[src/rtl/datapath_run_ctrl.sv]
// datapath_run_ctrl: reset/run sequencer for DataPath plus a
// first-word-fall-through trace FIFO of register write-backs.
module datapath_run_ctrl #(
  parameter int DATA_WIDTH  = 32,
  parameter int DEPTH       = 16,
  parameter int HOLD_CYCLES = 2,
  parameter int CNT_WIDTH   = 16
) (
  input  logic                    Clk,
  input  logic                    Reset,
  input  logic                    Start,
  input  logic [CNT_WIDTH-1:0]    RunCycles,
  output logic                    CoreReset,
  input  logic [DATA_WIDTH-1:0]   WriteData,
  input  logic                    WriteValid,
  output logic [DATA_WIDTH-1:0]   TraceData,
  output logic                    TraceValid,
  input  logic                    TraceReady,
  output logic [$clog2(DEPTH):0]  Count,
  output logic                    Overflow,
  output logic                    Busy,
  output logic                    Done
);

  localparam int AW = $clog2(DEPTH);
  localparam int HW = $clog2(HOLD_CYCLES + 1);
  localparam logic [AW:0] L_FULL = (AW+1)'(DEPTH);
  localparam logic [HW-1:0] L_HOLD = HW'(HOLD_CYCLES);

  typedef enum logic [1:0] {
    S_IDLE,
    S_HOLD,
    S_RUN,
    S_DONE
  } state_t;

  state_t                r_state;
  logic [HW-1:0]         r_hold;
  logic [CNT_WIDTH-1:0]  r_cnt;
  logic [CNT_WIDTH-1:0]  r_len;

  logic [DATA_WIDTH-1:0] r_mem [DEPTH];
  logic [AW-1:0]         r_wr;
  logic [AW-1:0]         r_rd;
  logic [AW:0]           r_count;
  logic                  r_ovf;

  logic w_start;
  logic w_run;
  logic w_full;
  logic w_pop;
  logic w_push;
  logic w_drop;

  assign w_start = Start & ((r_state == S_IDLE) | (r_state == S_DONE));
  assign w_run   = (r_state == S_RUN);
  assign w_full  = (r_count == L_FULL);
  assign w_pop   = (r_count != '0) & TraceReady;
  // a full FIFO still accepts a push when the head leaves on the same edge
  assign w_push  = w_run & WriteValid & (~w_full | w_pop);
  assign w_drop  = w_run & WriteValid & w_full & ~w_pop;

  always_ff @(posedge Clk) begin
    if (!Reset) begin
      r_state   <= S_IDLE;
      r_hold    <= '0;
      r_cnt     <= '0;
      r_len     <= CNT_WIDTH'(1);
      CoreReset <= 1'b1;
      Busy      <= 1'b0;
      Done      <= 1'b0;
    end else begin
      unique case (r_state)
        S_IDLE, S_DONE: begin
          if (Start) begin
            r_state <= S_HOLD;
            r_hold  <= '0;
            r_cnt   <= '0;
            r_len   <= (RunCycles == '0) ? CNT_WIDTH'(1) : RunCycles;
            Busy    <= 1'b1;
            Done    <= 1'b0;
          end
        end
        S_HOLD: begin
          if (r_hold == L_HOLD) begin
            r_state   <= S_RUN;
            CoreReset <= 1'b0;
          end else begin
            r_hold <= r_hold + HW'(1);
          end
        end
        S_RUN: begin
          r_cnt <= r_cnt + CNT_WIDTH'(1);
          if (r_cnt == r_len - CNT_WIDTH'(1)) begin
            r_state   <= S_DONE;
            CoreReset <= 1'b1;
            Busy      <= 1'b0;
            Done      <= 1'b1;
          end
        end
        default: begin
          r_state   <= S_IDLE;
          CoreReset <= 1'b1;
          Busy      <= 1'b0;
          Done      <= 1'b0;
        end
      endcase
    end
  end

  // an accepted Start flushes the trace, winning over any pop
  always_ff @(posedge Clk) begin
    if (!Reset || w_start) begin
      r_wr    <= '0;
      r_rd    <= '0;
      r_count <= '0;
      r_ovf   <= 1'b0;
    end else begin
      if (w_push) r_wr <= r_wr + AW'(1);
      if (w_pop)  r_rd <= r_rd + AW'(1);
      r_count <= r_count + {{AW{1'b0}}, w_push}
                         - {{AW{1'b0}}, w_pop};
      if (w_drop) r_ovf <= 1'b1;
    end
  end

  always_ff @(posedge Clk) begin
    if (w_push) r_mem[r_wr] <= WriteData;
  end

  assign TraceData  = r_mem[r_rd];
  assign TraceValid = (r_count != '0);
  assign Count      = r_count;
  assign Overflow   = r_ovf;

endmodule

[config.mk]
export PLATFORM = sky130hd
export DESIGN_NAME = datapath_run_ctrl
export DESIGN_NICKNAME = d
export VERILOG_FILES = /design/src/rtl/datapath_run_ctrl.sv
export SDC_FILE = /design/constraint.sdc
export NUM_CORES = 1
export LEC_CHECK = 0
export ABC_AREA = 0
export CELL_PAD_IN_SITES_DETAIL_PLACEMENT = 0
export CELL_PAD_IN_SITES_GLOBAL_PLACEMENT = 2
export CORE_UTILIZATION = 47
export DETAILED_ROUTE_END_ITERATION = 10
export PLACE_DENSITY_LB_ADDON = 0.2
export RECOVER_POWER = 100
export SETUP_SLACK_MARGIN = 0.2
export SLEW_MARGIN = 20
export SYNTH_ARGS = -nofsm -noshare
export SYNTH_HDL_FRONTEND = slang
export SYNTH_SLANG_ARGS = --single-unit
[constraint.sdc]
create_clock -name Clk -period 5.2 [get_ports Clk]
set_clock_uncertainty 0.2 [all_clocks]
set_input_delay 1.04 -clock Clk [delete_from_list [all_inputs] [get_ports Clk]]
set_output_delay 1.04 -clock Clk [all_outputs]
set_load 0.1 [all_outputs]
==> reports/summary.txt <==
status - complete, but fails checks
failing checks - design-rule violations, max-capacitance violations, max-slew violations
Mapped Nets - 1182
die area - 48500 µm²
slew margin rel. - -30.1%
Worst VDD drop - 0.000472 V
# H-tree levels - 2
post-synthesis simple-gate area fraction - 3.88%
Top-Level Pins - 95
Final Instance Area - 25800 µm²
Pwr Density - 463 nW/µm²
dpl ws - 1.28 ns
Critical Path End Type - output pin
Post-synth ARST share - 0%
Slew Limit Fails - 74
Worst Path Buf+Inv - 2
worst path arrival time - 3.35 ns
top post-synthesis cells by area - edfxtp_1 69%, mux4_2 16%, dfxtp_1 5.1%
CTS resizes - 0
Synth Area in Compound Gates - 2.22%
n_diodes - 0
total core area - 46800 µm²
hpwl dp - 25700 µm
layout cells sized above 1 - 22.4%
Yosys top cell area share - 68.7%
largest net degree at the start of global routing - 53
Synth Area in XOR/XNOR - 1.45%
EDFF count, synth - 512
DR WL/cell - 24.1 µm
register-to-register setup slack - 1.05 ns
CTS tree - yes
Setup-failing EPs final - 0
CTS Sinks - 569
Cell Chain, Critical Path - clkbuf_2 -> mux4_2 -> mux4_2 -> clkbuf_2
Synth area leader - edfxtp_1
clk_lat worst skew - 0.60 ns
CP Class - register to output pin
gr ovfl total - 0
routability cong. - 0.725
Setup Buffers After CTS - 0
# hold bufs at CTS - 0
Period Utilization, post-route - 88.2%
commonest cells after routing, fill and taps aside - 512 x edfxtp_1, 160 x mux4_2, 58 x nand2_1, 58 x clkbuf_16, 53 x dfxtp_1
Largest delay share family, worst path - buffers and inverters
final hold viol count - 0
Avg Vias per Cell - 5.69
nets@finish - 1315
max-cap violation count - 4
initial antenna violation count - 2
Final ANT Viol Nets - 0
first-pass iteration count of the detailed router - 8
first-pass GRT wire length - 69200 µm
commonest non-fill, non-tap cell in the layout - edfxtp_1
unrepaired setup endpoints after global routing - no
crit path max-delay cell type - dfxtp_4
setup ws final - 0.613 ns
Final TNS setup - 0 ns
DR iter-0 viols - 876
cts bufs inserted - 57
Chip Width - 220 µm
Max stage delay on crit path - 0.72 ns
highest clock rate - 0.218 GHz
Gate Count Post-Synth - 1111
final wirelength - 45600 µm
unique cell type count in the Yosys netlist - 55
port bufs - 94
mux contribution to synthesized area - 16.3%
Leak - 8.01 nW
crit-path max FO - 37
Hold Crit Class - register to register
Worst-Margin Slew - 1.94 ns
top_reg_cell synth - edfxtp_1
WHS - 0.272 ns
synth-to-layout area growth - 15.2%
Avg Synthesized Cell Area - 20.1 µm²
Reg clk slew, reported paths - 0.06 ns
post-layout util - 55.1%
Post-Synth Adder-Cell Area - 1.04%
largest family of logic cells by synthesized area - multiplexers
Cell Rows - 79
Seq/Total Area, Yosys - 73.8%
Bufs on Longest Clock Path - 3
drt drc - 2
Post-Syn Area - 22400 µm²
CP startpoint kind - register
critical path required time - 3.96 ns
Die H - 220 µm
CTS root buf - clkbuf_16
Initial Utilization - 47.9%
via count - 10762
Ys Warns - 0
Area after DPL - 24200 µm²
number of global-route vias before repair - 11313
GRT Overall Usage - 19.5%
minimum clock period - 4.59 ns
Yosys reg bits - 569
-- routing by layer --
layer | wire length, µm | GRT usage, %
met5 | 17 | 0
met4 | 586 | 3.95
met3 | 2210 | 3.62
met2 | 22200 | 31.5
met1 | 20500 | 27.8
-- path summary, 6_finish.rpt --
kind	start	to	cells after the start
worst max register to register	r_state[0]$_SDFFE_PN0P_	r_mem[14][18]$_DFFE_PP_	8
worst max-delay path	register	TraceData[9]	4
worst min-delay path	Overflow$_SDFFE_PP0P_	Overflow$_SDFFE_PP0P_	2
worst min register to register	Overflow$_SDFFE_PP0P_	Overflow$_SDFFE_PP0P_	2
-- cells in the mapped netlist (all sizes together), types with 3 or more instances --
| cell type | number |
|---|---|
| edfxtp | 512 |
| mux4 | 160 |
| nand2 | 59 |
| dfxtp | 57 |
| nor2 | 47 |
| clkbuf | 39 |
| xor2 | 21 |
| a21boi | 17 |
| buf | 17 |
| ha | 17 |
| inv | 17 |
| xnor2 | 16 |
| o21ai | 14 |
| nor3 | 12 |
| nand3 | 11 |
| a21oi | 9 |
| nand2b | 9 |
| nor2b | 8 |
| and3 | 7 |
| nor4 | 6 |
| or3 | 6 |
| a22oi | 4 |
| mux2i | 4 |
| nand4 | 4 |
| o211ai | 4 |
| a21o | 3 |
| and2 | 3 |
-- metrics by stage --
step                total power (W)  instances
floorplan                   0.00752       1111
global route                 0.0125       1893
finish                       0.0119       1893
global placement            0.00817       1792
detailed placement          0.00818       1792
CTS                          0.0122       1893
-- kinds of logic (layout without fill, tap and decap cells) --
family                   Yosys count  count (layout)
multiplexers                     165             165
XOR/XNOR                          37              37
flip-flops                       569             569
buffers and inverters             73             248
AO/OA/AOI/OAI                     71              71
adder cells (fa/ha/maj)           18              18
AND/OR/NAND/NOR                  178             178
-- report_power, final --
group	total (W)	switching (W)	internal, W
Sequential	0.00522	0.000127	0.00509
Combinational	0.00272	0.00172	0.000996
Clock	0.00401	0.00168	0.00233
Total	0.0119	0.00353	0.00842
-- state kept, by name (all words and copies together), names as in the netlist, 2 cells and up, named ones only --
register / flops
r_len: 16
r_hold: 2
r_mem: 512
r_rd: 4
r_wr: 4
Count: 5
r_state: 2
r_cnt: 16
-- layout make-up --
cell class | instances | area, µm²
Clock inverter | 33 | 329
Multi-Input combinational cell | 469 | 5590
Clock buffer | 68 | 1490
Sequential cell | 569 | 16500
Inverter | 17 | 63.8
Tap cell | 607 | 759
Timing Repair Buffer | 130 | 1020
Fill cell | 3634 | 21000
-- worst register-to-register path, stage by stage (launching register included) --
cell	delay, ns
dfxtp_1	0.34
inv_1	0.07
ha_1	0.39
nand2_1	0.09
nor2_1	0.09
clkbuf_1	0.35
nand2_1	0.25
nor2_1	1.49
clkbuf_1	0.51
No activity file was read; power rests on OpenSTA's default activity.
